## src/rtl/ps2_host_tx_pkg.sv

```systemverilog
// Shared types and constants for the PS/2 host-to-device transmit path.
// Holds the FSM state encoding, timing defaults and common device commands.
package ps2_host_tx_pkg;

  typedef enum logic [2:0] {
    IDLE,
    INHIBIT,
    START,
    SHIFT,
    ACK,
    WAIT_IDLE
  } state_e;

  localparam int unsigned DEF_CLK_HZ         = 50_000_000;
  localparam int unsigned DEF_INHIBIT_CYCLES = 5000;      // 100 us at 50 MHz
  localparam int unsigned DEF_TIMEOUT_CYCLES = 750_000;   // 15 ms at 50 MHz

  localparam logic [7:0] CMD_SET_LEDS = 8'hED;
  localparam logic [7:0] CMD_RESET    = 8'hFF;
  localparam logic [7:0] CMD_ENABLE   = 8'hF4;
  localparam logic [7:0] ACK_BYTE     = 8'hFA;

  // PS/2 frames carry odd parity: the parity bit makes the total count of ones odd.
  function automatic logic odd_parity(input logic [7:0] b);
    return ~^b;
  endfunction

endpackage

```

## src/rtl/ps2_line_sync.sv

```systemverilog
// Two-flop synchronizers for the raw PS/2 clock and data lines plus a
// falling-edge detect on the synchronized clock; shared with the receive path.
module ps2_line_sync (
  input  logic clk,
  input  logic rst_n,
  input  logic clk_i,
  input  logic dat_i,
  output logic clk_s,
  output logic dat_s,
  output logic clk_fall
);

  logic [1:0] clk_sync_q, clk_sync_d;
  logic [1:0] dat_sync_q, dat_sync_d;
  logic       clk_prev_q, clk_prev_d;

  // NOTE: combinational blocks use blocking '=', clocked blocks use non-blocking '<='.
  always_comb begin
    clk_sync_d = {clk_sync_q[0], clk_i};
    dat_sync_d = {dat_sync_q[0], dat_i};
    clk_prev_d = clk_sync_q[1];
  end

  // NOTE: reset to the idle bus level (high) so leaving reset never looks like a fall.
  always_ff @(posedge clk or negedge rst_n) begin
    if (!rst_n) begin
      clk_sync_q <= 2'b11;
      dat_sync_q <= 2'b11;
      clk_prev_q <= 1'b1;
    end else begin
      clk_sync_q <= clk_sync_d;
      dat_sync_q <= dat_sync_d;
      clk_prev_q <= clk_prev_d;
    end
  end

  assign clk_s    = clk_sync_q[1];
  assign dat_s    = dat_sync_q[1];
  assign clk_fall = clk_prev_q & ~clk_sync_q[1];

endmodule

```

## src/rtl/ps2_host_tx.sv

```systemverilog
// PS/2 host-to-device byte transmitter: inhibits the clock, issues a start bit,
// shifts data/parity/stop on device clock falls, then checks the device ACK.
module ps2_host_tx
  import ps2_host_tx_pkg::*;
#(
  parameter int unsigned CLK_HZ         = DEF_CLK_HZ,
  parameter int unsigned INHIBIT_CYCLES = CLK_HZ / 10_000,
  parameter int unsigned TIMEOUT_CYCLES = CLK_HZ / 1000 * 15
) (
  input  logic       CLOCK_50,
  input  logic       resetn,
  input  logic       send_cmd,
  input  logic [7:0] cmd_data,
  output logic       busy,
  output logic       done,
  output logic       error,
  input  logic       ps2_clk_i,
  input  logic       ps2_dat_i,
  output logic       ps2_clk_oe,
  output logic       ps2_dat_oe
);

  localparam int unsigned MAX_CNT = (INHIBIT_CYCLES > TIMEOUT_CYCLES) ? INHIBIT_CYCLES
                                                                       : TIMEOUT_CYCLES;
  localparam int unsigned CNT_W   = $clog2(MAX_CNT + 1);
  // INHIBIT lasts INHIBIT_CYCLES-1 cycles; the START cycle completes the low period.
  localparam logic [CNT_W-1:0] INH_LAST = CNT_W'(INHIBIT_CYCLES - 2);
  localparam logic [CNT_W-1:0] TMO_LAST = CNT_W'(TIMEOUT_CYCLES - 1);

  logic clk_s, dat_s, clk_fall;

  ps2_line_sync u_sync (
    .clk      (CLOCK_50),
    .rst_n    (resetn),
    .clk_i    (ps2_clk_i),
    .dat_i    (ps2_dat_i),
    .clk_s    (clk_s),
    .dat_s    (dat_s),
    .clk_fall (clk_fall)
  );

  state_e           state_q,   state_d;
  logic [7:0]       data_q,    data_d;
  logic             parity_q,  parity_d;
  logic [3:0]       bit_cnt_q, bit_cnt_d;
  logic [CNT_W-1:0] cnt_q,     cnt_d;
  logic             busy_q,    busy_d;
  logic             done_q,    done_d;
  logic             error_q,   error_d;
  logic             clk_oe_q,  clk_oe_d;
  logic             dat_oe_q,  dat_oe_d;
  logic             tmo_state;

  always_comb begin
    // NOTE: every target gets a default first, so no path can infer a latch.
    state_d   = state_q;
    data_d    = data_q;
    parity_d  = parity_q;
    bit_cnt_d = bit_cnt_q;
    cnt_d     = cnt_q;
    busy_d    = busy_q;
    done_d    = 1'b0;
    error_d   = 1'b0;
    clk_oe_d  = clk_oe_q;
    dat_oe_d  = dat_oe_q;

    tmo_state = (state_q == SHIFT) || (state_q == ACK) || (state_q == WAIT_IDLE);
    if (tmo_state) cnt_d = clk_fall ? '0 : cnt_q + CNT_W'(1);

    unique case (state_q)
      IDLE: begin
        if (send_cmd) begin
          data_d   = cmd_data;
          parity_d = odd_parity(cmd_data);
          busy_d   = 1'b1;
          clk_oe_d = 1'b1;
          cnt_d    = '0;
          state_d  = INHIBIT;
        end
      end
      INHIBIT: begin
        cnt_d = cnt_q + CNT_W'(1);
        if (cnt_q == INH_LAST) begin
          dat_oe_d = 1'b1;
          cnt_d    = '0;
          state_d  = START;
        end
      end
      START: begin
        clk_oe_d  = 1'b0;
        bit_cnt_d = '0;
        cnt_d     = '0;
        state_d   = SHIFT;
      end
      SHIFT: begin
        if (clk_fall) begin
          bit_cnt_d = bit_cnt_q + 4'd1;
          case (bit_cnt_q)
            4'd8:    dat_oe_d = ~parity_q;
            4'd9: begin
              dat_oe_d = 1'b0;
              cnt_d    = '0;
              state_d  = ACK;
            end
            default: dat_oe_d = ~data_q[bit_cnt_q[2:0]];
          endcase
        end
      end
      ACK: begin
        if (clk_fall) begin
          if (!dat_s) begin
            cnt_d   = '0;
            state_d = WAIT_IDLE;
          end else begin
            error_d = 1'b1;
            busy_d  = 1'b0;
            state_d = IDLE;
          end
        end
      end
      WAIT_IDLE: begin
        if (clk_s && dat_s) begin
          done_d  = 1'b1;
          busy_d  = 1'b0;
          state_d = IDLE;
        end
      end
      default: state_d = IDLE;
    endcase

    // Device went silent: abandon the frame and free both lines.
    if (tmo_state && !clk_fall && !done_d && cnt_q == TMO_LAST) begin
      error_d  = 1'b1;
      busy_d   = 1'b0;
      clk_oe_d = 1'b0;
      dat_oe_d = 1'b0;
      cnt_d    = '0;
      state_d  = IDLE;
    end
  end

  always_ff @(posedge CLOCK_50 or negedge resetn) begin
    if (!resetn) begin
      state_q   <= IDLE;
      data_q    <= '0;
      parity_q  <= 1'b0;
      bit_cnt_q <= '0;
      cnt_q     <= '0;
      busy_q    <= 1'b0;
      done_q    <= 1'b0;
      error_q   <= 1'b0;
      clk_oe_q  <= 1'b0;
      dat_oe_q  <= 1'b0;
    end else begin
      state_q   <= state_d;
      data_q    <= data_d;
      parity_q  <= parity_d;
      bit_cnt_q <= bit_cnt_d;
      cnt_q     <= cnt_d;
      busy_q    <= busy_d;
      done_q    <= done_d;
      error_q   <= error_d;
      clk_oe_q  <= clk_oe_d;
      dat_oe_q  <= dat_oe_d;
    end
  end

  assign busy       = busy_q;
  assign done       = done_q;
  assign error      = error_q;
  assign ps2_clk_oe = clk_oe_q;
  assign ps2_dat_oe = dat_oe_q;

endmodule

```

## config.mk

```make
export PLATFORM = sky130hd
export DESIGN_NAME = ps2_host_tx
export DESIGN_NICKNAME = d
export VERILOG_FILES = /design/src/rtl/ps2_host_tx_pkg.sv /design/src/rtl/ps2_line_sync.sv /design/src/rtl/ps2_host_tx.sv
export SDC_FILE = /design/constraint.sdc
export NUM_CORES = 1
export LEC_CHECK = 0
export CORE_MARGIN = 3
export CORE_UTILIZATION = 50
export DETAILED_ROUTE_END_ITERATION = 8
export PLACE_DENSITY = 0.65
export SLEW_MARGIN = 20
export SYNTH_ARGS = -nofsm -noshare
export SYNTH_HDL_FRONTEND = slang
export SYNTH_SLANG_ARGS = --single-unit
export TNS_END_PERCENT = 20
```

## constraint.sdc

```tcl
create_clock -name CLOCK_50 -period 5.5 [get_ports CLOCK_50]
set_input_delay 0.825 -clock CLOCK_50 [delete_from_list [all_inputs] [get_ports CLOCK_50]]
set_output_delay 0.825 -clock CLOCK_50 [all_outputs]
set_load 0.01 [all_outputs]
```

; ---- Word-level counts from Yosys, hierarchy flattened
; Index checks and enable logic that the tools add are counted.
[word_totals]
regBits = 46
latchBits = 0
mem_bits_rw = 0
mem_bits_ro = 0
elab_cells = 99
mem_count = 0
[classes]
add_sub_neg = 2
n_mul = 0
div_mod_pow = 0
magnitude_cmp = 1
eq_ne = 17
n_shift = 0
n_mux = 42
bitwise = 4
reduce_logical = 20
[ops]
columns = cell, count
row1 = $mux W20, 9
row2 = $pmux W20 S5, 1
row3 = $mux W3, 8
row4 = $add A20 B1 Y20 const B, 1
row5 = $eq A20 B13 Y1 const B, 1
row6 = $eq A20 B20 Y1 const B, 1
row7 = $pmux W3 S6, 1
row8 = $mux W1, 16
row9 = $ne A3 B1 Y1 const B, 3
row10 = $eq A4 B4 Y1 const B, 2
row11 = $pmux W4 S2, 1
row12 = $reduce_xnor A8 Y1, 1
row13 = $eq A3 B2 Y1 const B, 2
row14 = $eq A3 B3 Y1 const B, 2
row15 = $ne A3 B2 Y1 const B, 2
row16 = $ne A3 B3 Y1 const B, 2
row17 = $pmux W1 S2, 3
row18 = $reduce_and A2 Y1, 3
row19 = $reduce_and A6 Y1, 1
row20 = $reduce_bool A3 Y1, 2
row21 = $reduce_and A5 Y1, 1
row22 = $add A4 B1 Y4 const B, 1
row23 = $logic_and A1 B1 Y1, 4
row24 = $lt A3 B4 Y1 const B, 1
row25 = 13 further kinds, 17

; ---- Depth between registers and ports, before layout
[logic_depth]
word_depth = 8
mapped_depth = 8

; ---- By module
; Synthesis repeated with hierarchy kept, for this count alone.
[unflattened]
cells_unflattened = 319
hier_area_um2 = 2900.3
[by_module_without_submodules]
columns = mod, instances, cells_per_inst, area_each_um2, seq_area_each_um2
row1 = ps2_host_tx, 1, 313, 2755.1, 1026.0
row2 = ps2_line_sync, 1, 6, 145.1, 131.4

; ---- Worst setup path before layout
; Ideal clock, no wire load.
[synth_path]
path_type = register -> register
startpoint = register cnt_q[0]
endpoint = register cnt_q[4]
setup_ns = 0.129
t_arrival_ns = 1.711
required_time_ns = 5.371
setup_slack_ns = 3.660
path_stages_with_launch = 9
synth_period_minus_slack_ns = 1.840
cell_sequence = dfrtp_1 -> inv_1 -> ha_1 -> or4b_4 -> o21ai_4 -> o21ai_4 -> buf_6 -> a21oi_1 -> a31oi_1
[synth_via]
elab_chain_cells = 7
[synth_rtl]
columns = item, line_no
row1 = "start, declared", ps2_host_tx.sv:46  ; logic [CNT_W-1:0] cnt_q, cnt_d;
row2 = "start signal, assigned", ps2_host_tx.sv:159  ; cnt_q <= cnt_d;
row3 = $add A20 B1 Y20, "ps2_host_tx.sv:68, ps2_host_tx.sv:82"
row4 = $mux W20 (2 in series), ps2_host_tx.sv:68  ; if (tmo_state) cnt_d = clk_fall ? '0 : cnt_q + CNT_W'(1);
row5 = $mux W20 (on tied branches), "ps2_host_tx.sv:111, ps2_host_tx.sv:98"
row6 = $mux W20 (on tied branches), "ps2_host_tx.sv:110, ps2_host_tx.sv:96"
row7 = $pmux W20 S5, ps2_host_tx.sv:70  ; unique case (state_q)
row8 = $mux W20 (*), ps2_host_tx.sv:132  ; if (tmo_state && !clk_fall && !done_d && cnt_q == TMO_LAST) begin
row9 = net cnt_d[4], ps2_host_tx.sv:46
; Mark *: on every way through the listed nets, which the timed path passes. The rest lies on a longest branch.
; A chain may end at the register's enable or synchronous reset.

; ---- Final worst setup path
[layout_path]
startpoint = register state_q[0]
endpoint = register state_q[1]
[layout_via]
elab_chain_cells = 8
[layout_rtl]
columns = item, line_no
row1 = "start, declared", ps2_host_tx.sv:42  ; state_e state_q, state_d;
row2 = "start signal, assigned", ps2_host_tx.sv:155  ; state_q <= state_d;
row3 = $eq A3 B2 Y1 / $eq A3 B3 Y1 (equally long branches), "ps2_host_tx.sv:67, ps2_host_tx.sv:70"
row4 = $logic_or A1 B1 Y1 (2 in series), ps2_host_tx.sv:67  ; tmo_state = (state_q == SHIFT) || (state_q == ACK) || (state_q == WAIT_IDLE);
row5 = $logic_and A1 B1 Y1 (3 in series), ps2_host_tx.sv:132
row6 = $ne A3 B3 Y1 (no source line) (tied with other cells), n/a
row7 = $reduce_and A6 Y1 (no source line), n/a
; Several ways; a longest one is shown, not always the timed one.

==> summary.txt <==
Clock tree
  – Clock tree root driver cell: sky130_fd_sc_hd__clkbuf_8
  – Number of levels the H-tree was split into: 2
  – Clock tree from TritonCTS: done
  – CTS Buf Count: 5
  – Clock slew at the register clock pins of the worst setup and hold paths: ~0.1 ns
  – Quantity of gates resized following cts: 0
  – Number of buffers on the longest clock path: 2
  – Post-CTS setup buffers: 0
  – Clock network latency to the later pin of the worst-skew pair: 0.30 ns
  – CTS hold repair buffers: 0
  – TritonCTS Sinks: 46

Floorplanning
  – Die span in x: 80.42 um
  – Effective utilization at floorplan: between 50% and 60%
  – I/O pin total: 18
  – Height of the die: between 80 and 90 um
  – Core Area: roughly 5200 um2
  – Rows: 26
  – Overall die area: about 6500 um2

Timing
  – Final hold violation count: 0
  – Slew Limit Headroom: 44.23%
  – Max-slew violation count: 0
  – Final count of negative-setup-slack endpoints: 0
  – Fraction of the cycle the final worst path needs: 47.82%
  – Maximum clock frequency: 0.3802 GHz
  – Least-Margin Pin Slew: between 0.8 and 0.9 ns
  – Final sum of negative setup slack: 0 ns
  – Minimum clock period: 2.630 ns
  – Clock Skews: roughly 0.0066 ns
  – Setup repair after global routing missed its margin: false

Setup path
  – Critical Path Sink Type: register
  – CP endpoint: state_q[1]$_DFFE_PN0P_
  – Critical Path Source: state_q[0]$_DFFE_PN0P_
  – Maximum fanout along the worst path: 22
  – Worst flop-to-flop path endpoint: state_q[1]$_DFFE_PN0P_
  – Startpoint types: register
  – Startpoint of the lowest-slack register-to-register path: state_q[0]$_DFFE_PN0P_
  – Setup slack on the worst flop-to-flop path: 2.87 ns
  – Cells on worst reg2reg path: 7
  – Required time at the worst-slack endpoint: 5.68 ns
  – Arrival time of the worst setup path: about 2.8 ns
  – Type of the worst setup path: reg2reg

Worst hold path
  – Min-Delay Path Class: reg2reg

Power and ir drop
  – Leakage dissipation: 1.184 nW
  – Switching part of the total: roughly 44%
  – Switching power summed over all nets: 0.6302 mW
  – Sequential group share of total power: 41.4%
  – Relative contribution of combinational cells to total power: 43.3%
  – Peak supply drop: around 0.23 mV
  – Final total power: 1.441 mW
  – Clock Power Share: 15.3%
  – Total power density per cell area: approximately 470 nW/um2
  – Internal power summed over all cells: slightly above 0.8 mW

Global route
  – Remaining Overflow, GRT: 0
  – Wire length of the first global-routing pass: between 10000 and 15000 um
  – Maximum number of pins on one net before global-route repair: 47
  – Global Route Usage Sum: about a fifth
  – Number of global-route vias before repair: roughly 2100
  – Number of antenna violations at the first check in global routing: 0

Detailed routing
  – Routed length on met1: about 3100 um
  – Vias per inst: 6.164
  – Initial DRT Pass Iterations: 5
  – Met3 wirelength from detailed routing: ~250 um
  – Total wire length: a little over 6000 um
  – Detailed route wirelength on metal2: approximately 2700 um
  – Drc violations: 0
  – Wirelength per Cell: around 16 um
  – Top routing layer in use: met4
  – Vias: between 2000 and 2500
  – Number of DRC markers in iteration 0: 150
  – Antenna Nets Post-Route: 0

Place
  – Sum of net half-perimeters after detailed placement: 4231 um
  – Cell area after placement: between 2000 and 3000 um2
  – Count of buffers from port buffering: 17
  – Global placer's final weighted congestion: a little under 0.9

Status
  – Outcome: completed

Yosys
  – Post-synthesis instance total: 290
  – Number of flip-flops and latches in the synthesized netlist: 46
  – Mean instance size in the synthesized netlist: ~9.5 um2
  – Synthesized cell area: between 2000 and 3000 um2
  – Fraction of post-synthesis cell area in the top cell type by area: a little under two fifths
  – Post-synth ARST share: 100.0%
  – Most instantiated library cell after synthesis: sky130_fd_sc_hd__dfrtp_1
  – Sequential fraction of the synthesis area: between 40% and 50%
  – Largest cells by area after synthesis: sky130_fd_sc_hd__dfrtp_1 37%, sky130_fd_sc_hd__dfstp_2 4.7%, sky130_fd_sc_hd__mux2_2 4.1%, sky130_fd_sc_hd__a21oi_1 3.8%, sky130_fd_sc_hd__nand2_1 3.7%
  – Top flip-flop cell by instance count after synthesis: sky130_fd_sc_hd__dfrtp_1
  – Count of cell types in the netlist: 54
  – Syn_nets: approximately 300
  – Cell type with the largest total area after synthesis: sky130_fd_sc_hd__dfrtp_1
  – Cell types with the highest counts after synthesis: 41 x sky130_fd_sc_hd__dfrtp_1, 27 x sky130_fd_sc_hd__nand2_1, 24 x sky130_fd_sc_hd__nor2_1, 21 x sky130_fd_sc_hd__a21oi_1, 15 x sky130_fd_sc_hd__o21ai_0
  – Number of synthesized flops with an enable pin: 0
  – Ys Warns: 0

Finish
  – Antenna diode instance count: 0
  – Post-Layout Inst Area: 3047 um2
  – Layout overhead on the synthesized area: 10.03%
  – Share of post-route cells with drive strength above 1: between 10% and 20%
  – Final #Nets: around 320

Run
  – Number of max-capacitance violations reported: 0
## critical path: stages (launching register included)
cell and delay, ns:
sky130_fd_sc_hd__dfrtp_1 0.83, sky130_fd_sc_hd__and3b_2 0.40, sky130_fd_sc_hd__o21ai_4 0.10, sky130_fd_sc_hd__nor4_2 0.65
sky130_fd_sc_hd__buf_4 0.26, sky130_fd_sc_hd__inv_1 0.04, sky130_fd_sc_hd__a21oi_1 0.12, sky130_fd_sc_hd__o32ai_1 0.09
## cell families after synthesis
family | after synthesis | share of synthesized area (%)
AO/OA/AOI/OAI | 79 | 18.62
multiplexers | 14 | 6.417
adder cells (fa/ha/maj) | 5 | 2.259
buffers and inverters | 23 | 4.609
flip-flops | 46 | 41.80
AND/OR/NAND/NOR | 114 | 23.45
XOR/XNOR | 9 | 2.847
## cells in the final DEF, fill, tap and decap left out, drive strengths merged, types with 6 or more instances in the layout
master         count
inv               10
nand2             28
xnor2              9
mux2              10
nor3               8
nand3             15
nor4               7
o21ai             24
dfrtp             41
a31oi             14
clkdlybuf4s50     16
nor2              26
a21oi             21
nand4              6
## power by group through the flow
| stage | Combinational, mW | Sequential, mW | Clock [mW] |
|---|---|---|---|
| 2_1_floorplan | 0.552 | 0.522 | 0 |
| 3_3_place_gp | 0.605 | 0.595 | 0 |
| 3_5_place_dp | 0.614 | 0.597 | 0 |
| 4_1_cts | 0.617 | 0.591 | 0.225 |
| 5_1_grt | 0.693 | 0.621 | 0.237 |
| 6_report | 0.624 | 0.597 | 0.220 |
## stage by stage
stage / hold slack, ns / cells / util [%] / worst slack (ns)
finish: 0.3627 / 372 / 58.17 / 2.870
global route: 0.3659 / 372 / 58.17 / 2.702
CTS: 0.3630 / 372 / 57.96 / 2.910
detailed placement: 0.3489 / 364 / 56.16 / 2.617
global placement: 0.3471 / 364 / 56.16 / 2.668
floorplan: 0.3452 / 290 / - / 3.660
## sequential cells by signal, summed over array words and instances, names as in the netlist, 2 cells and up
signal / cells
u_sync.clk_sync_q: 2
u_sync.dat_sync_q: 2
data_q: 8
bit_cnt_q: 4
cnt_q: 20
state_q: 3
## routing by layer
layer  vias up  global-route usage (%)
met5         -                       0
met4         0                   6.757
met3         8                   3.475
met2        66                   30.96
met1      1127                   29.41
li1       1092                       -
## worst min-delay path by stage
stage / slack [ns] / from / endpoint / cells past startpoint
2_1_floorplan: 0.35 / u_sync.clk_sync_q[0]$_DFF_PN1_ / u_sync.clk_sync_q[1]$_DFF_PN1_ / 0
3_3_place_gp: 0.35 / u_sync.dat_sync_q[0]$_DFF_PN1_ / u_sync.dat_sync_q[1]$_DFF_PN1_ / 0
3_5_place_dp: 0.35 / u_sync.dat_sync_q[0]$_DFF_PN1_ / u_sync.dat_sync_q[1]$_DFF_PN1_ / 0
4_1_cts: 0.36 / u_sync.dat_sync_q[0]$_DFF_PN1_ / u_sync.dat_sync_q[1]$_DFF_PN1_ / 0
5_1_grt: 0.37 / u_sync.dat_sync_q[0]$_DFF_PN1_ / u_sync.dat_sync_q[1]$_DFF_PN1_ / 0
6_report: 0.36 / u_sync.dat_sync_q[0]$_DFF_PN1_ / u_sync.dat_sync_q[1]$_DFF_PN1_ / 0
## layout make-up
| class | instances | area (um2) |
|---|---|---|
| fill | 453 | 2191 |
| tap | 70 | 87.58 |
| sequential | 46 | 1157 |
| clock inverter | 3 | 25.02 |
| multi-input combinational | 221 | 1499 |
| inverter | 9 | 33.78 |
| clock buffer | 5 | 68.82 |
| timing repair buffer | 18 | 175.2 |
Note: power is estimated with default switching activity, not from simulation.
